--- config.mk ---
export PLATFORM = sky130hd
export DESIGN_NAME = adc_sequencer
export DESIGN_NICKNAME = d
export VERILOG_FILES = /design/src/rtl/adc_sequencer.sv
export SDC_FILE = /design/constraint.sdc
export NUM_CORES = 1
export LEC_CHECK = 0
export CAP_MARGIN = 40
export CORE_MARGIN = 3
export CORE_UTILIZATION = 40
export DETAILED_ROUTE_END_ITERATION = 10
export SETUP_SLACK_MARGIN = 0.4
export SLEW_MARGIN = 20
export SYNTH_ARGS = -nofsm -noshare
export SYNTH_HDL_FRONTEND = slang
export SYNTH_SLANG_ARGS = --single-unit
--- constraint.sdc ---
create_clock -name clk -period 3 [get_ports clk]
set_input_delay 0.6 -clock clk [delete_from_list [all_inputs] [get_ports clk]]
set_output_delay 0.6 -clock clk [all_outputs]
set_load 0.02 [all_outputs]
--- src/rtl/adc_sequencer.sv ---
// SAR conversion timing controller: generates init/sample/compare/update strobes
// for one adc instance and assembles the comparator decisions MSB-first.
module adc_sequencer #(
  parameter int Madc   = 17,
  parameter int T_INIT = 1,
  parameter int T_SAMP = 4,
  parameter int T_COMP = 2,
  parameter int T_UPD  = 1
) (
  input  logic            clk,
  input  logic            rst,
  input  logic            start,
  input  logic            continuous,
  input  logic            abort,
  input  logic            comp_out,
  output logic            seq_init,
  output logic            seq_samp,
  output logic            seq_comp,
  output logic            seq_update,
  output logic            busy,
  output logic [Madc-1:0] result,
  output logic            result_valid
);

  // state | meaning
  // IDLE  | waiting for start, strobes low
  // INIT  | seq_init high for T_INIT cycles
  // SAMP  | seq_samp high for T_SAMP cycles
  // COMP  | seq_comp high for T_COMP cycles, comp_out captured on last cycle
  // UPD   | seq_update high for T_UPD cycles, then next bit
  // DONE  | result published, result_valid high for one cycle

  localparam int T_MAX01 = (T_INIT > T_SAMP) ? T_INIT : T_SAMP;
  localparam int T_MAX23 = (T_COMP > T_UPD) ? T_COMP : T_UPD;
  localparam int T_MAX   = (T_MAX01 > T_MAX23) ? T_MAX01 : T_MAX23;
  localparam int PW      = (T_MAX > 1) ? $clog2(T_MAX) : 1;
  localparam int BW      = (Madc > 1) ? $clog2(Madc) : 1;

  typedef enum logic [2:0] {
    S_IDLE, S_INIT, S_SAMP, S_COMP, S_UPD, S_DONE
  } state_t;

  state_t            state, state_nxt;
  logic [PW-1:0]     pc, pc_nxt;
  logic [BW-1:0]     bc, bc_nxt;
  logic [Madc-1:0]   shift, shift_nxt;
  logic [BW-1:0]     bit_idx;
  logic              pc_last;

  assign bit_idx = BW'(Madc - 1) - bc;

  always_comb begin
    pc_last = 1'b0;
    case (state)
      S_INIT:  pc_last = (pc == PW'(T_INIT - 1));
      S_SAMP:  pc_last = (pc == PW'(T_SAMP - 1));
      S_COMP:  pc_last = (pc == PW'(T_COMP - 1));
      S_UPD:   pc_last = (pc == PW'(T_UPD - 1));
      default: pc_last = 1'b0;
    endcase
  end

  always_comb begin
    state_nxt = state;
    pc_nxt    = pc + PW'(1);
    bc_nxt    = bc;
    shift_nxt = shift;
    case (state)
      S_IDLE: begin
        pc_nxt = '0;
        bc_nxt = '0;
        if (start) state_nxt = S_INIT;
      end
      S_INIT: begin
        if (pc_last) begin
          pc_nxt    = '0;
          state_nxt = S_SAMP;
        end
      end
      S_SAMP: begin
        if (pc_last) begin
          pc_nxt    = '0;
          state_nxt = S_COMP;
        end
      end
      S_COMP: begin
        if (pc_last) begin
          pc_nxt             = '0;
          shift_nxt[bit_idx] = comp_out;
          state_nxt          = (bc == BW'(Madc - 1)) ? S_DONE : S_UPD;
        end
      end
      S_UPD: begin
        if (pc_last) begin
          pc_nxt    = '0;
          bc_nxt    = bc + BW'(1);
          state_nxt = S_COMP;
        end
      end
      S_DONE: begin
        pc_nxt    = '0;
        bc_nxt    = '0;
        shift_nxt = '0;
        state_nxt = continuous ? S_INIT : S_IDLE;
      end
      default: begin
        pc_nxt    = '0;
        bc_nxt    = '0;
        shift_nxt = '0;
        state_nxt = S_IDLE;
      end
    endcase

    // abort in DONE only cancels the restart; that cycle's result_valid is already out
    if (abort && (state != S_IDLE)) begin
      state_nxt = S_IDLE;
      pc_nxt    = '0;
      bc_nxt    = '0;
      shift_nxt = '0;
    end
  end

  // outputs are registered decodes of the next state so they align with it
  always_ff @(posedge clk) begin
    if (rst) begin
      state        <= S_IDLE;
      pc           <= '0;
      bc           <= '0;
      shift        <= '0;
      seq_init     <= 1'b0;
      seq_samp     <= 1'b0;
      seq_comp     <= 1'b0;
      seq_update   <= 1'b0;
      busy         <= 1'b0;
      result_valid <= 1'b0;
      result       <= '0;
    end else begin
      state        <= state_nxt;
      pc           <= pc_nxt;
      bc           <= bc_nxt;
      shift        <= shift_nxt;
      seq_init     <= (state_nxt == S_INIT);
      seq_samp     <= (state_nxt == S_SAMP);
      seq_comp     <= (state_nxt == S_COMP);
      seq_update   <= (state_nxt == S_UPD);
      busy         <= (state_nxt != S_IDLE);
      result_valid <= (state_nxt == S_DONE);
      if (state_nxt == S_DONE) result <= shift_nxt;
    end
  end

endmodule

Word level (Yosys, flattened, before mapping)
Index checks and enable logic that the tools add are counted.
Storage, ports and cells
  output and inout port bits: 23
  word-level logic and storage cells: 63
  register bits after elaboration: 50
Cells by class
  reductions and logical operators: 14
  bitwise operators: 2
  mux-type cells: 17
  magnitude comparators: 2
  equal/unequal tests: 14
  add/sub/neg operators: 3
Operators with widths (number)
  17-bit two-way mux: 2
  17-bit one-hot mux with 2 select lines: 1
  17-bit bitwise mux: 1
  3-bit two-way mux: 5
  3-bit one-hot mux with 5 select lines: 1
  3-bit by 2-bit equality test with 1-bit output, second input constant: 4
  3-bit equality test, second input constant: 4
  4-bit OR reduction: 3
  5-bit one-hot mux with 2 select lines: 1
  3-bit by 1-bit equality test with 1-bit output, second input constant: 2
  5-bit by 6-bit < comparator with 1-bit output, second input constant: 1
  3-bit nonzero test: 2
  2-bit OR reduction: 3
  5-bit by 1-bit adder with 5-bit output, second input constant: 1
  1-bit demux with 5-bit select: 1
  5-bit equality test, second input constant: 1
  5-bit by 1-bit greater-or-equal comparator with 1-bit output, second input constant: 1
  5-bit two-way mux: 1
  5-bit subtractor, first input constant: 1
  3-bit zero test: 1
  1-bit two-way mux: 3
  1-bit one-hot mux with 3 select lines: 1
  3-bit OR reduction: 1
  2-bit by 1-bit adder with 2-bit output, second input constant: 1
  7 further kinds: 9

Longest topological paths before layout
Gate-level depths: netlist (run 1).
  depth in word-level cells: 9
  mapped depth: 10

Worst setup path before layout (run 1)
Ideal clock, no wire load.
  path kind: reg-to-reg
  from: reg bc[0]
  to: reg result[12]
  cell stages (with the launch flop): 9
  clock period less this slack: 2301 ps
  arrival: 2180 ps
  slack: 699 ps
  path buffers: 0
  path through: dfxtp_1 -> inv_1 -> ha_1 -> nor3b_1 -> ha_1 -> nand2b_1 -> o311ai_1 -> a21oi_2 -> mux2_2
On the way
  cells in the longest elaborated chain, start to end: 9
RTL lines
  start, declared: RTL line 45  | logic [BW-1:0] bc, bc_nxt;
  start signal, assigned: RTL line 140  | bc <= bc_nxt;
  5-bit subtractor: RTL line 50  | assign bit_idx = BW'(Madc - 1) - bc;
  5-bit by 6-bit < comparator with 1-bit output (not written as such) or 5-bit by 1-bit greater-or-equal comparator with 1-bit output (tied branches): RTL line 89  | shift_nxt[bit_idx] = comp_out;
  1-bit logical AND (not written as such): RTL line 89
  1-bit two-way mux (not written as such): RTL line 89
  1-bit demux with 5-bit select: RTL line 89
  17-bit bitwise mux: RTL line 89
  17-bit two-way mux: RTL line 87  | if (pc_last) begin
  17-bit one-hot mux with 2 select lines: RTL line 68  | case (state)
  17-bit two-way mux: RTL line 115  | if (abort && (state != S_IDLE)) begin
  end signal, assigned: RTL line 148  | if (state_nxt == S_DONE) result <= shift_nxt;
  end, declared: RTL line 21  | output logic [Madc-1:0] result,
Several ways; a longest one is shown, not always the timed one.
A chain may end at the register's enable or synchronous reset.

Final worst setup path (run 1)
  from: reg bc[0]
  to: reg result[0]
The elaborated chain is that of the path after synthesis.

==> out/metrics.yaml, run 1 <==
status:
  status: "complete, no violations"
clock_network:
  postCtsHoldBufs: 0
  cts_tree: "yes"
  clkTransAtPathRegs_ps: 100
  cts_htree_levels: 2
  cts.sinks: 50
  root_buffer: "clkbuf_8"
  cts_buffer_depth: 2
  cts_made_buffers: 5
  clk_latency_ps: 310
place:
  io_buffers: 28
  pre_cts_ws_ps: 416
  dp_hpwl_um: 4380
  routabilityCongestion: 0.816
layout:
  area_delta_synth_final_pct: 17.9
  layout.nets: 336
  drive_gt1_frac: 0.164
  diodes: 0
yosys:
  synthesis.area_um2: 2640
  synth_flop_cell: "dfxtp_1"
  synth_seq_area_share: 0.379
  synth_top_area_share: 0.379
  synth_cells: 298
  synth_seq_cells: 50
  ys.warnings.count: 0
  ys_top_cells_by_count: "50 x dfxtp_1, 26 x nand2_1, 26 x nor2_1"
  yosysTopAreaCell: "dfxtp_1"
  syn_nets: 312
  async_reset_ff_frac: 0
  synthTopCellsByArea: "dfxtp_1 38%, a221oi_2 4.5%, nand2b_1 4.0%"
  syn_avg_cell_area_um2: 8.87
  ys_types: 60
  synth_edf_count: 0
  synth_most_common_cell: "dfxtp_1"
grt:
  grt_pass1_wl_um: 10600
  grt_pass1_vias: 2083
  antenna_found_initial: 0
  grt_max_degree: 22
  grt_overflow: 0
  grt_use_total: 0.174
pwr:
  p_leak_nw: 1.08
  peakVddDrop_mv: 0.190
  power_mw: 1.29
  p_per_area_nw_per_um2: 413
drt:
  finalWirelength_um: 6170
  dr.pass1.iters: 4
  ant_nets: 0
  via_per_inst: 5.57
  drtIter0Drc: 154
  drc: 0
  detailroute.via_count: 2218
  wire_per_inst_um: 15.5
die:
  die_h_um: 87.3
  core_area_um2: 6170
  rows: 28
  die-width_um: 87.3
  dieArea_um2: 7620
  start_util: 0.429
  pin_count: 29
sta:
  slew_headroom: 0.467
  fin_crit_sh: 0.784
  rsz0062_at_grt: "false"
  setup_slack_ps: 647
  hold_viol_final: 0
  fmax_ghz: 0.425
  min_period_ps: 2350
  tightest_slew_ps: 797
  setup_viol_count_final: 0
  fin_tns_setup_ps: 0
  whs_ps: 482
  skew_ps: 5.08
  finalMaxSlewViolations: 0
worst_setup_path:
  reg2reg_from: "bc[0]$_SDFFE_PP0P_"
  criticalPathCategory: "register to register"
  end_kind: "register"
  critPathMaxFanout: 9
  cp-start-kind: "register"
  crit_start: "bc[0]$_SDFFE_PP0P_"
  rrSetupSlack_ps: 650
  setup.worst_path.end: "result[0]$_SDFFE_PP0N_"
  cp_data_required_time_ps: 3190
  r2r_end: "result[0]$_SDFFE_PP0N_"
  crit_arrival_ps: 2550
  reg2regPathDepth: 8
flow_run:
  cap_violations: 0
hold_path:
  hold_class: "register to register"
  min_from: "result[4]$_SDFFE_PP0N_"
## worst max-delay path, stage by stage, from the launching register on
cell and delay [ps]:
dfxtp_2 380, inv_1 150, ha_4 200, nor3b_1 210
ha_2 360, nand2b_1 220, o311a_1 320, a221oi_2 260
o22ai_1 140
## state kept, by name, summed over array words and instances (netlist names)
register	flops
bc	5
busy	1
pc	2
result	17
result_valid	1
seq_comp	1
seq_init	1
seq_samp	1
seq_update	1
shift	17
state	3
## power breakdown
group          internal (mW)  leakage, nW  switching (mW)
sequential             0.669        0.404         0.00725
clock                  0.275       0.0618           0.235
combinational         0.0403        0.618          0.0613
## logic make-up after synthesis
group / after synthesis / share of synthesized area
adder cells (fa/ha/maj): 8 / 0.0379
XOR/XNOR: 2 / 0.00663
AO/OA/AOI/OAI: 83 / 0.248
AND/OR/NAND/NOR: 124 / 0.262
buffers and inverters: 27 / 0.0502
flip-flops: 50 / 0.379
multiplexers: 4 / 0.0166
## layout make-up
cell class	instances	area, um2
Timing Repair Buffer	34	325
Clock inverter	2	38.8
Inverter	10	37.5
Fill cell	596	3050
Multi-Input combinational cell	221	1540
Clock buffer	6	82.6
Tap cell	75	93.8
Sequential cell	50	1000
## placed cells by master, fill, tap and decap left out, drive strengths merged, types with 3 or more instances in the layout
master / n
dfxtp: 50
nor2: 29
clkdlybuf4s50: 28
nand2: 27
nand2b: 18
a21oi: 16
o22ai: 15
a221oi: 12
inv: 11
o21ai: 11
nand3: 9
nor2b: 9
a31oi: 8
ha: 8
nor3: 7
clkbuf: 6
buf: 6
or2: 5
nor3b: 4
nand3b: 3
mux2: 3
or3: 3
## stage by stage
stage | cells | utilization | cell area (um2)
after CTS | 398 | 0.502 | 3090
after global placement | 390 | 0.481 | 2970
after floorplan | 298 | - | 2640
after detailed placement | 390 | 0.481 | 2970
final | 398 | 0.505 | 3120
after global routing | 398 | 0.505 | 3120
## timing repair
action / CTS / global route
pin swaps: 0 / 0
setup endpoints to repair: 3 / 25
gates resized for setup: 1 / 8
setup buffers: 0 / 0
cloned: 0 / 0
## worst min-delay path by stage
| stage | to | slack (ps) | depth (start not counted) |
|---|---|---|---|
| 2_1_floorplan | shift[0]$_SDFF_PP0_ | 480 | 2 |
| 3_3_place_gp | result[10]$_SDFFE_PP0N_ | 470 | 2 |
| 3_5_place_dp | result[4]$_SDFFE_PP0N_ | 470 | 2 |
| 4_1_cts | result[4]$_SDFFE_PP0N_ | 490 | 2 |
| 5_1_grt | result[10]$_SDFFE_PP0N_ | 510 | 2 |
| 6_report | result[4]$_SDFFE_PP0N_ | 480 | 2 |
## routing by layer
layer	part of all wire	global-route usage	wire length (um)	up-vias
met5	0	0	0	-
met4	0.011	0.0474	67	0
met3	0.039	0.0322	243	5
met2	0.43	0.250	2650	50
met1	0.52	0.262	3210	1041
li1	-	-	-	1122
No activity file was read; power rests on OpenSTA's default activity.
==> run 2: changes to the inputs <==
==> constraint.sdc (replaced) <==
create_clock -name clk -period 2.11 [get_ports clk]
set_input_delay 0.422 -clock clk [delete_from_list [all_inputs] [get_ports clk]]
set_output_delay 0.422 -clock clk [all_outputs]
set_load 0.02 [all_outputs]
==> out/metrics.yaml, run 2 (synthesis results as in run 1) <==
status:
  status: "complete, no violations"
grt:
  grt_pass1_wl_um: 11400  # +8.1%
  grt_overflow: 0  # unchanged
  grt_use_total: 0.190  # +0.0163
  grt_max_degree: 22  # unchanged
  antenna_found_initial: 0  # unchanged
  grt_pass1_vias: 2391  # +15%
drt:
  ant_nets: 0  # unchanged
  wire_per_inst_um: 15.7  # +1.1%
  drtIter0Drc: 144  # -6.5%
  finalWirelength_um: 7020  # +14%
  drc: 0  # unchanged
  detailroute.via_count: 2476  # +12%
  dr.pass1.iters: 4  # unchanged
  via_per_inst: 5.53  # -0.83%
die:
  die-width_um: 87.3  # unchanged
  pin_count: 29  # unchanged
  start_util: 0.429  # unchanged
  rows: 28  # unchanged
  die_h_um: 87.3  # unchanged
  core_area_um2: 6170  # unchanged
  dieArea_um2: 7620  # unchanged
place:
  place_inst: 410  # +5.1%
  pre_cts_ws_ps: 8.25  # -407 ps
  io_buffers: 28  # unchanged
  dp_hpwl_um: 4590  # +4.9%
  routabilityCongestion: 0.836  # +2.4%
  dpl-instance-area_um2: 3300  # +11%
sta:
  skew_ps: 5.53  # +0.455 ps
  setup_slack_ps: 121  # -526 ps
  fin_crit_sh: 0.943  # +0.158
  setup_viol_count_final: 0  # unchanged
  fmax_ghz: 0.503  # +18%
  hold_viol_final: 0  # unchanged
  whs_ps: 481  # -1.82 ps
  tightest_slew_ps: 356  # -441 ps
  finalMaxSlewViolations: 0  # unchanged
  rsz0062_at_grt: "true"
  min_period_ps: 1990  # -364 ps
  fin_tns_setup_ps: 0  # unchanged
  slew_headroom: 0.762  # +0.295
worst_setup_path:
  cp.depth: 9  # +1
  worst_path_largest_cell_delay_ps: 370  # about the same
  crit_arrival_ps: 2190  # -360 ps
  critPathTopFamily: "adder cells"
  criticalPathCategory: "register to register"
  critPathMaxFanout: 4  # -5
  reg2regPathDepth: 9  # +1
  end_kind: "register"
  cp-start-kind: "register"
  crit_path_cell_trace: "inv_4, ha_4, nor3b_4, ha_4, nand2b_4, buf_12, o311ai_4, a21oi_2, mux2_4"
  rrSetupSlack_ps: 120  # -530 ps
  cp_slowest_cell: "dfxtp_4"
  crit_buf_inv: 2  # +1
  crit_path_frequent_cell: "ha_4"
  cp_data_required_time_ps: 2320  # -870 ps
layout:
  top_regs: "result: 17 flops, shift: 17 flops, bc: 5 flops"
  final_util: 0.650  # +0.145
  layout.nets: 387  # +15%
  drive_gt1_frac: 0.429  # +0.265
  diodes: 0  # unchanged
  stdcell_area_um2: 4010  # +29%
  area_delta_synth_final_pct: 51.7
  stdcell_count: 448  # +13%
  fillCellCount: 503  # -16%
  final_common_cell: "buf_4"
  layout_common_cells: "44 x buf_4, 42 x dfxtp_1, 23 x nor2_1, 23 x nand2_1, 16 x nand2b_1"
clock_network:
  cts_buffer_depth: 2  # unchanged
  root_buffer: "clkbuf_8"
  cts.sinks: 50  # unchanged
  clk_latency_ps: 310  # about the same
  cts_htree_levels: 2  # unchanged
  cts_made_buffers: 5  # unchanged
  cts_tree: "yes"
  postCtsHoldBufs: 0  # unchanged
  clkTransAtPathRegs_ps: 90  # about the same
pwr:
  p_per_area_nw_per_um2: 429  # +3.8%
  power_mw: 1.72  # +33%
  peakVddDrop_mv: 0.292  # +53%
  p_leak_nw: 1.73  # +60%
flow_run:
  cap_violations: 0  # unchanged
hold_path:
  hold_class: "register to register"
  whs_path_depth: 2  # unchanged
## run 2: changes by cell type in the layout (fill, tap and decap cells not counted), sizes merged
cell | previous run | this run
clkbuf | 6 | 5
dlymetal6s2s | 0 | 14
buf | 6 | 57
clkinv | 0 | 1
bufinv | 1 | 0
clkdlybuf4s50 | 28 | 14
## run 2: repair_timing
item / 4_1_cts / 5_1_grt
setup endpoints to repair: 41 / 55
pin swaps: 38 / 27
endpoints found under the hold margin: 0 / 0
cloned: 0 / 0
buffers inserted: 26 / 5
resized for setup: 61 / 34
## run 2: path summary, 6_finish.rpt
| check | to | start |
|---|---|---|
| min reg2reg | result[4]$_SDFFE_PP0N_ | result[4]$_SDFFE_PP0N_ |
| max reg2reg | result[8]$_SDFFE_PP0N_ | bc[1]$_SDFFE_PP0P_ |
| max | result[8]$_SDFFE_PP0N_ | bc[1]$_SDFFE_PP0P_ |
| min | result[4]$_SDFFE_PP0N_ | result[4]$_SDFFE_PP0N_ |
## run 2: cell type report
| class | instances | area, um2 | share of cell area |
|---|---|---|---|
| clock buffer | 5 | 68.8 | 0.0172 |
| clock inverter | 2 | 13.8 | 0.00343 |
| sequential | 50 | 1020 | 0.255 |
| timing repair buffer | 85 | 813 | 0.203 |
| inverter | 10 | 55.1 | 0.0137 |
| multi-input combinational | 221 | 1940 | 0.485 |
| tap | 75 | 93.8 | 0.0234 |
## run 2: worst register-to-register path, stage by stage, from the launching register on
cell	delay (ps)
dfxtp_4	370
inv_4	60
ha_4	140
nor3b_4	210
ha_4	250
nand2b_4	160
buf_12	140
o311ai_4	210
a21oi_2	90
mux2_4	260
## run 2: metal layers
layer / GRT usage / vias up / part of all wire / wire length, um
met4: 0.0572 / 0 / 0.016 / 109
li1: - / 1232 / - / -
met1: 0.266 / 1171 / 0.47 / 3320
met2: 0.296 / 62 / 0.46 / 3240
met3: 0.0341 / 11 / 0.050 / 352
met5: 0 / - / 0 / 0
## run 2: report_power, final
group / switching [mW] / internal (mW)
Clock: 0.319 / 0.230
Combinational: 0.115 / 0.100
Sequential: 0.00679 / 0.948
==> run 3: changes to the inputs <==
--- a/config.mk
+++ b/config.mk
@@ -14,3 +14,4 @@
 export SYNTH_ARGS = -nofsm -noshare
 export SYNTH_HDL_FRONTEND = slang
 export SYNTH_SLANG_ARGS = --single-unit
+export TNS_END_PERCENT = 1
==> constraint.sdc (replaced) <==
create_clock -name clk -period 2.11 [get_ports clk]
set_input_delay 0.422 -clock clk [delete_from_list [all_inputs] [get_ports clk]]
set_output_delay 0.422 -clock clk [all_outputs]
set_load 0.1 [all_outputs]
==> out/metrics.yaml, run 3 (synthesis results as in run 1) <==
status:
  status: "complete, no violations"
layout:
  layout_common_cells: "55 x buf_4, 42 x dfxtp_1, 26 x nand2_1"
  drive_gt1_frac: 0.411  # -0.0183
  multi_input_area_um2: 1750  # -9.7%
  area_delta_synth_final_pct: 36.9
  layout.nets: 371  # -4.1%
  fillCellCount: 542  # +7.8%
  seq_area_um2: 1020  # -0.49%
  final_common_cell: "buf_4"
  top_regs: "result: 17 flops, shift: 17 flops, bc: 5 flops"
  diodes: 0  # unchanged
grt:
  grt_overflow: 0  # unchanged
  grt_max_degree: 22  # unchanged
  grt_pass1_wl_um: 11400  # -0.60%
  antenna_found_initial: 0  # unchanged
  grt_pass1_vias: 2349  # -1.8%
  grt_use_total: 0.189  # -0.000382
drt:
  drc: 0  # unchanged
  dr.pass1.iters: 4  # unchanged
  via_per_inst: 5.54  # +0.20%
  ant_nets: 0  # unchanged
  finalWirelength_um: 6870  # -2.1%
  detailroute.via_count: 2398  # -3.2%
  drtIter0Drc: 92  # -36%
  wire_per_inst_um: 15.9  # +1.3%
sta:
  rsz0062_at_grt: "true"
  fin_crit_sh: 0.929  # -0.0139
  slew_headroom: 0.729  # -0.0327
  fin_tns_setup_ps: 0  # unchanged
  min_period_ps: 1960  # -29.4 ps
  fmax_ghz: 0.510  # +1.5%
  setup_viol_count_final: 0  # unchanged
  hold_viol_final: 0  # unchanged
  finalMaxSlewViolations: 0  # unchanged
  whs_ps: 482  # +1.08 ps
  skew_ps: 9.78  # +4.25 ps
  tightest_slew_ps: 405  # +48.9 ps
clock_network:
  clkTransAtPathRegs_ps: 100  # about the same
  cts_made_buffers: 5  # unchanged
  cts_tree: "yes"
  clk_latency_ps: 310  # about the same
  cts_htree_levels: 2  # unchanged
  cts_buffer_depth: 2  # unchanged
  root_buffer: "clkbuf_8"
  cts.sinks: 50  # unchanged
  postCtsHoldBufs: 0  # unchanged
pwr:
  p_per_area_nw_per_um2: 519  # +21%
  p_clk_frac: 0.377  # +0.058
  power_frac_seq: 0.511  # -0.045
  combPwrFrac: 0.112  # -0.013
  p_sw_frac: 0.261  # +0.00423
  power_switching_uw: 490  # +11%
  peakVddDrop_mv: 0.412  # +41%
  p_int_mw: 1.39  # +8.7%
  p_leak_nw: 1.37  # -21%
worst_setup_path:
  reg2reg_from: "bc[1]$_SDFFE_PP0P_"
  cp_data_required_time_ps: 2300  # -20 ps
  reg2regPathDepth: 7  # -2
  crit_arrival_ps: 2150  # -40 ps
  critPathMaxFanout: 7  # +3
  rrSetupSlack_ps: 150  # +30 ps
  criticalPathCategory: "register to register"
  end_kind: "register"
  cp-start-kind: "register"
  r2r_end: "result[16]$_SDFFE_PP0N_"
die:
  die_h_um: 87.3  # unchanged
  pin_count: 29  # unchanged
  rows: 28  # unchanged
  die-width_um: 87.3  # unchanged
  start_util: 0.429  # unchanged
  dieArea_um2: 7620  # unchanged
  core_area_um2: 6170  # unchanged
place:
  io_buffers: 28  # unchanged
  dp_hpwl_um: 4810  # +4.8%
  routabilityCongestion: 0.882  # +5.5%
hold_path:
  min_from: "result[4]$_SDFFE_PP0N_"
  whs_path_depth: 2  # unchanged
  hold_class: "register to register"
  min_to: "result[4]$_SDFFE_PP0N_"
flow_run:
  cap_violations: 0  # unchanged
[run 3: cell count changes in the layout (fill, tap and decap cells not counted), moves of 5 or more]
cell and delta:
dlymetal6s2s_1 -14, buf_4 +11, a221oi_4 -6, clkdlybuf4s50_1 -9, a221oi_2 +5, o21ai_2 -5
[run 3: metrics by stage]
stage	total power [mW]	area, um2	std cells	setup slack, ps	utilization
final	1.88	3620	433	150	0.587
after global routing	1.95	3620	433	66.9	0.587
after detailed placement	1.18	3250	423	28.3	0.528
after global placement	1.18	3250	423	51.7	0.528
after CTS	1.90	3550	433	165	0.577
after floorplan	1.11	2720	298	118	-
[run 3: worst max-delay path, stage by stage (launching register included)]
cell and delay, ps:
dfxtp_4 350, buf_6 130, or3_4 440, a21oi_4 160
or2_4 170, a41oi_2 130, a221oi_2 350, o22ai_1 120
[run 3: worst max path at each step]
stage / from / end / slack (ps) / depth (start not counted)
detailed placement: continuous / result[16]$_SDFFE_PP0N_ / 30 / 8
finish: bc[1]$_SDFFE_PP0P_ / result[16]$_SDFFE_PP0N_ / 150 / 7
CTS: bc[0]$_SDFFE_PP0P_ / result[0]$_SDFFE_PP0N_ / 170 / 8
global placement: continuous / result[2]$_SDFFE_PP0N_ / 50 / 8
floorplan: bc[0]$_SDFFE_PP0P_ / result[0]$_SDFFE_PP0N_ / 120 / 8
global route: bc[0]$_SDFFE_PP0P_ / result[13]$_SDFFE_PP0N_ / 70 / 8
[run 3: routing by layer]
| layer | part of all wire | vias to the layer above | track usage | wire length (um) |
|---|---|---|---|---|
| met3 | 0.043 | 10 | 0.0350 | 296 |
| met2 | 0.44 | 54 | 0.284 | 3060 |
| li1 | - | 1200 | - | - |
| met5 | 0 | - | 0 | 0 |
| met4 | 0.012 | 0 | 0.0586 | 85 |
| met1 | 0.50 | 1134 | 0.274 | 3430 |
[run 3: cell type report]
| type | instances | area share |
|---|---|---|
| well taps | 75 | 0.0259 |
| inverters | 10 | 0.0111 |
| clock inverters | 3 | 0.0131 |
| clock buffers | 5 | 0.0190 |
| multi-input cells | 221 | 0.485 |
| flip-flops and latches | 50 | 0.281 |
| repair buffers | 69 | 0.165 |
[run 3: power by group through the flow]
stage | Clock [mW] | Sequential [mW] | Combinational, mW
finish | 0.709 | 0.960 | 0.211
global route | 0.758 | 0.961 | 0.228
detailed placement | 0 | 0.980 | 0.202
CTS | 0.727 | 0.959 | 0.210
global placement | 0 | 0.979 | 0.200
floorplan | 0 | 1.01 | 0.103
[run 3: what timing repair did]
item | 4_1_cts | 5_1_grt
endpoints found under the hold margin | 0 | 0
gates resized for setup | 33 | 20
pin swaps | 16 | 10
cloned | 1 | 0
buffers inserted | 1 | 0
endpoints found under the setup margin | 42 | 41
==> variant 1 (flow settings as in run 3) <==
The parameter `T_SAMP` goes from 4 to 8.
--- a/src/rtl/adc_sequencer.sv
+++ b/src/rtl/adc_sequencer.sv
@@ -3,7 +3,7 @@
 module adc_sequencer #(
   parameter int Madc   = 17,
   parameter int T_INIT = 1,
-  parameter int T_SAMP = 4,
+  parameter int T_SAMP = 8,
   parameter int T_COMP = 2,
   parameter int T_UPD  = 1
 ) (
Behaviour: not the same (Yosys sat finds a counterexample within 10 cycles, from zero or initial values and one cycle with rst high).
==> variant 1 against run 3 <==
The run now ends with negative setup slack left. Worst hold slack lost 0.011 ns. Synthesized area fell by 4.9%. Routed wire length down 7.1%. Sequential cell count increased by 1. Fmax down 11%. Setup slack lost 0.25 ns. Final area increased by 1.6%. Largest cell class unchanged.
Power is not compared: it rests on default switching activity, and its combinational part moved more than twofold at a synthesized area within 25%.
==> variant 1: results (changes against run 3) <==
Total track usage -> 0.1833 (-0.006187)
FF-to-FF setup slack -> -0.10 ns (-0.25 ns)
Initial DRC count -> 76 (-17%)
Setup-failing EPs final -> 17 (+17)
Dpl cells -> 421 (-0.47%)
Clk slew on worst S/H paths -> 0.09 ns
Pwr/cell area -> 676.1 mW/mm^2
Fraction of layout cells with a size suffix above 1 -> 0.4118 (+0.001150)
Dpl ws -> -0.7135 ns (-0.7418 ns)
Critical path arrival -> 2.41 ns (+0.26 ns)
Root Buffer -> clkbuf_8
Hold_ws -> 0.4703 ns (-0.01148 ns)
Fin Clk Skew -> 0.006438 ns (-0.003344 ns)
Seq/Total Area, Yosys -> 0.4064 (+0.02759)
Detailed placement HPWL -> 4.629 mm (-3.8%)
Status -> finished with violations
Placed Area -> 0.003254 sq mm (unchanged)
Worst Path Max Fanout -> 5 (-2)
Post-cts sizing count -> 21 (-36%)
Commonest cells post-synth -> dfxtp_1, nand2_1, inv_1, o22a_1
Async S/R FF share, synth -> 0 (unchanged)
VDD IR max -> 0.0005895 V
Setup TNS -> -1.235 ns (-1.235 ns)
Combinational share of power -> 0.305
Via count -> 2418 (+0.83%)
Ant diodes -> 0 (unchanged)
Synth cell types -> 59 (-1.7%)
Final GP Congestion -> 0.8227 (-6.7%)
Synth Warn # -> 0 (unchanged)
Largest net degree at the start of global routing -> 18 (-18%)
Post-CTS Setup Bufs -> 0 (-1)
CTS buffer count -> 5 (unchanged)
Vias in the first global route -> 2231 (-5.0%)
H-tree level count -> 2 (unchanged)
WL final -> 6.383 mm (-7.1%)
Synth Flop Type -> dfxtp_1
Switch share -> 0.3175
Top cells by area, synth -> dfxtp_1, nand2_1, ha_1
P_leak -> 1.542 nW
Power Clock -> 0.000719 W
Global-route wire length before repair -> 10.90 mm (-4.2%)
Hold/Removal Path Class -> reg2reg
Synthesized area per cell -> 9.136 sq um (+3.0%)
Drt pass-1 iters -> 4 (unchanged)
Nets -> 370 (-0.27%)
Worst skew pair latency -> 0.31 ns (about the same)
Regs by FF count -> result: 17 flops, shift: 17 flops, bc: 5 flops
Non-Filler Instances -> 432 (-0.23%)
Violated checks -> negative setup slack
Fillers -> 515 (-5.0%)
Initial antenna violation count -> 0 (unchanged)
Slack of the critical path -> -0.1031 ns (-0.2532 ns)
Layout area overhead -> 46.31%
CTS Buffer Depth -> 2 (unchanged)
Synthesized net count -> 289 (-7.4%)
Worst Max-Slew Pin Slew -> 0.5878 ns (+0.1828 ns)
==> variant 1: worst max-delay path, cell delays in order (launching register included) <==
cell and delay, ns:
dfxtp_1 0.32, buf_4 0.13, and4bb_4 0.32, o21ai_1 0.11, o31a_1 0.37, o41a_2 0.57
o32a_1 0.30
==> variant 1: logic make-up after synthesis <==
logic type               count (synthesis)  synth area share
AO/OA/AOI/OAI                           84            0.2600
XOR/XNOR                                 3           0.01046
flip-flops                              51            0.4064
multiplexers                             2          0.007968
AND/OR/NAND/NOR                         98            0.2221
buffers and inverters                   29           0.05328
adder cells (fa/ha/maj)                  8           0.03984
==> variant 1: layer usage <==
| metal | part of all wire | vias to the layer above | GRT usage |
|---|---|---|---|
| li1 | - | 1214 | - |
| met1 | 0.48 | 1159 | 0.2629 |
| met2 | 0.47 | 40 | 0.2895 |
| met3 | 0.041 | 5 | 0.02913 |
| met4 | 0.0086 | 0 | 0.04029 |
| met5 | 0 | - | 0 |
==> variant 1: final timing paths <==
check                           start                     end  cells after the start
hold reg to reg   shift[9]$_SDFF_PP0_     shift[9]$_SDFF_PP0_                      2
setup reg to reg     pc[1]$_SDFF_PP0_  result[0]$_SDFFE_PP0N_                      6
setup / recovery     pc[1]$_SDFF_PP0_  result[0]$_SDFFE_PP0N_                      6
hold / removal    shift[9]$_SDFF_PP0_     shift[9]$_SDFF_PP0_                      2
==> variant 1: area by class of cell <==
cell class | instances | area share
Tap cell | 75 | 0.02553
Multi-Input combinational cell | 196 | 0.4476
Clock buffer | 6 | 0.02246
Timing Repair Buffer | 88 | 0.2001
Sequential cell | 51 | 0.2794
Inverter | 14 | 0.01430
Clock inverter | 2 | 0.01055
==> variant 2 (flow settings as in run 3) <==
Made on the original files. Add an input register stage for `start`, `continuous`, `abort` and `comp_out`, cleared by the reset; this delays them by one clock. Comments in the files are not updated.
--- a/src/rtl/adc_sequencer.sv
+++ b/src/rtl/adc_sequencer.sv
@@ -40,6 +40,25 @@
     S_IDLE, S_INIT, S_SAMP, S_COMP, S_UPD, S_DONE
   } state_t;
 
+  logic start_q;
+  logic continuous_q;
+  logic abort_q;
+  logic comp_out_q;
+
+  always_ff @(posedge clk) begin
+    if (rst) begin
+      start_q      <= '0;
+      continuous_q <= '0;
+      abort_q      <= '0;
+      comp_out_q   <= '0;
+    end else begin
+      start_q      <= start;
+      continuous_q <= continuous;
+      abort_q      <= abort;
+      comp_out_q   <= comp_out;
+    end
+  end
+
   state_t            state, state_nxt;
   logic [PW-1:0]     pc, pc_nxt;
   logic [BW-1:0]     bc, bc_nxt;
@@ -69,7 +88,7 @@
       S_IDLE: begin
         pc_nxt = '0;
         bc_nxt = '0;
-        if (start) state_nxt = S_INIT;
+        if (start_q) state_nxt = S_INIT;
       end
       S_INIT: begin
         if (pc_last) begin
@@ -86,7 +105,7 @@
       S_COMP: begin
         if (pc_last) begin
           pc_nxt             = '0;
-          shift_nxt[bit_idx] = comp_out;
+          shift_nxt[bit_idx] = comp_out_q;
           state_nxt          = (bc == BW'(Madc - 1)) ? S_DONE : S_UPD;
         end
       end
@@ -101,7 +120,7 @@
         pc_nxt    = '0;
         bc_nxt    = '0;
         shift_nxt = '0;
-        state_nxt = continuous ? S_INIT : S_IDLE;
+        state_nxt = continuous_q ? S_INIT : S_IDLE;
       end
       default: begin
         pc_nxt    = '0;
@@ -112,7 +131,7 @@
     endcase
 
     // abort in DONE only cancels the restart; that cycle's result_valid is already out
-    if (abort && (state != S_IDLE)) begin
+    if (abort_q && (state != S_IDLE)) begin
       state_nxt = S_IDLE;
       pc_nxt    = '0;
       bc_nxt    = '0;
Formal check against the unedited RTL: not equivalent (a bounded check fails within 4 cycles, from zero or initial values and one cycle with rst high).
==> variant 2 against run 3 <==
The flow now finishes with violations (negative setup slack). Final area increased by 9.1%. Routed wire length increased by 6.6%. Fmax decreased by 14%. Setup slack got worse by 0.32 ns. Global-route usage decreased by 0.87 points. Cell count increased by 9.9%. Power increased by 5.6%. Sequential cell count increased by 4. Via count increased by 8.0%. Synthesized area increased by 8.1%. Synthesized cell count increased by 4.4%. Clock skew increased by 0.0026 ns.
==> variant 2: results (changes against run 3) <==
WL final -> 7.325 mm (+6.6%)
Non-CTS inverters -> 21 (+11)
Multi-input combinational cell count -> 214 (-3.2%)
Fillers -> 607 (+12%)
CP max stage delay -> 0.57 ns (+0.13 ns)
Non-CTS buffers -> 83 (+20%)
Largest net degree at the start of global routing -> 18 (-18%)
Fraction of layout cells with a size suffix above 1 -> 0.3711 (-0.03956)
Initial DRC count -> 150 (+63%)
Layout clock area frac -> 0.03074 (-0.001423)
Hold_ws -> 0.4729 ns (-0.008845 ns)
Setup-failing EPs final -> 27 (+27)
Worst R2R Start -> bc[0]$_SDFFE_PP0P_
Reg area -> 0.001091 sq mm (+7.4%)
Violated checks -> negative setup slack
#FFs+latches synth -> 54 (+8.0%)
Setup TNS -> -2.509 ns (-2.509 ns)
Vias in the first global route -> 2476 (+5.4%)
Synthesized net count -> 325 (+4.2%)
DR WL/cell -> 15.39 um (-3.0%)
Post-cts sizing count -> 32 (-3.0%)
Placed Area -> 0.003600 sq mm (+11%)
Area of the multi-input gates -> 0.001822 sq mm (+3.9%)
FF-to-FF End -> result[7]$_SDFFE_PP0N_
Global-route wire length before repair -> 12.20 mm (+7.2%)
VDD IR max -> 0.0003223 V (-22%)
P_leak -> 1.606 nW (+17%)
Critical path arrival -> 2.49 ns (+0.34 ns)
Dpl cells -> 466 (+10%)
Commonest cells post-synth -> dfxtp_1, inv_1, nor2_1, o21ai_0, nand2_1
Final GP Congestion -> 0.8485 (-3.8%)
Top cells by area, synth -> dfxtp_1, nor4b_1, ha_1
Worst skew pair latency -> 0.31 ns (about the same)
Seq/Total Area, Yosys -> 0.3783 (-0.0005042)
CTS Buffer Depth -> 2 (unchanged)
Layout area overhead -> 38.18%
Die width -> 90.53 um (+3.7%)
R2R depth -> 6 (-1)
Total track usage -> 0.1807 (-0.008736)
Worst path slowest cell -> a2111o_1
Hold Path Depth -> 1 (-1)
Via count -> 2589 (+8.0%)
Synth Instances -> 311 (+4.4%)
Worst Max-Slew Pin Slew -> 0.5325 ns (+0.1276 ns)
CLK BUF -> 6 (+1)
# port buffers -> 28 (unchanged)
Status -> finished with violations
Fin Clk Skew -> 0.01235 ns (+0.002571 ns)
Hold_sp -> result[12]$_SDFFE_PP0N_
Layout non-clock buf frac -> 0.1800 (+0.01469)
Worst Path Max Fanout -> 8 (+1)
Detailed placement HPWL -> 5.227 mm (+8.6%)
Nets -> 393 (+5.9%)
End point of the worst hold path -> result[12]$_SDFFE_PP0N_
Dpl ws -> -0.2471 ns (-0.2753 ns)
Slack of the critical path -> -0.1717 ns (-0.3218 ns)
Post-CTS Setup Bufs -> 2 (+1)
CTS buffer count -> 5 (unchanged)
Regs by FF count -> result: 17 flops, shift: 17 flops, bc: 5 flops
variant 2: cell count changes after synthesis, moves of 5 or more:
cell	before	now
nand2b_1	17	4
o22ai_1	15	2
nand2_1	26	14
nor4b_1	0	12
inv_1	10	21
a22o_1	0	10
o21ai_0	8	16
a211o_1	1	8
clkbuf_1	4	11
nor2_1	26	19
a211oi_2	0	6
a221o_1	0	6
a2111oi_0	0	5
variant 2: worst max-delay path by stage:
stage,start,endpoint,slack [ns],cells after the start
after global placement,pc[0]$_SDFF_PP0_,result[2]$_SDFFE_PP0N_,-0.32,9
after global routing,bc[1]$_SDFFE_PP0P_,shift[11]$_SDFF_PP0_,-0.29,9
after CTS,bc[1]$_SDFFE_PP0P_,result[4]$_SDFFE_PP0N_,-0.19,8
after detailed placement,pc[0]$_SDFF_PP0_,result[2]$_SDFFE_PP0N_,-0.25,9
final,bc[0]$_SDFFE_PP0P_,result[7]$_SDFFE_PP0N_,-0.17,6
after floorplan,bc[0]$_SDFFE_PP0P_,result[14]$_SDFFE_PP0N_,-0.27,10
variant 2: where the power goes:
part	switching (W)	internal (W)	leakage, nW
clock	0.000350	0.000391	0.0618
sequential	0.00000921	0.00103	0.439
combinational	0.000125	0.0000804	1.10
total	0.000485	0.00150	1.61
variant 2: cell families (layout without fill, tap and decap cells):
logic type               Yosys count  count (layout)  share of synthesized area
AND/OR/NAND/NOR                  101             101                     0.2075
AO/OA/AOI/OAI                     95              95                     0.2763
flip-flops                        54              54                     0.3783
buffers and inverters             43             112                    0.07093
adder cells (fa/ha/maj)           10              10                    0.04203
XOR/XNOR                           7               7                    0.02145
multiplexers                       1               1                   0.003503
variant 2: metal layers:
metal	up-vias	GRT usage	wire, um
li1	1305	-	-
met1	1220	0.2655	3690
met2	55	0.2705	3281
met3	9	0.03583	265
met4	0	0.04337	87
met5	-	0	0
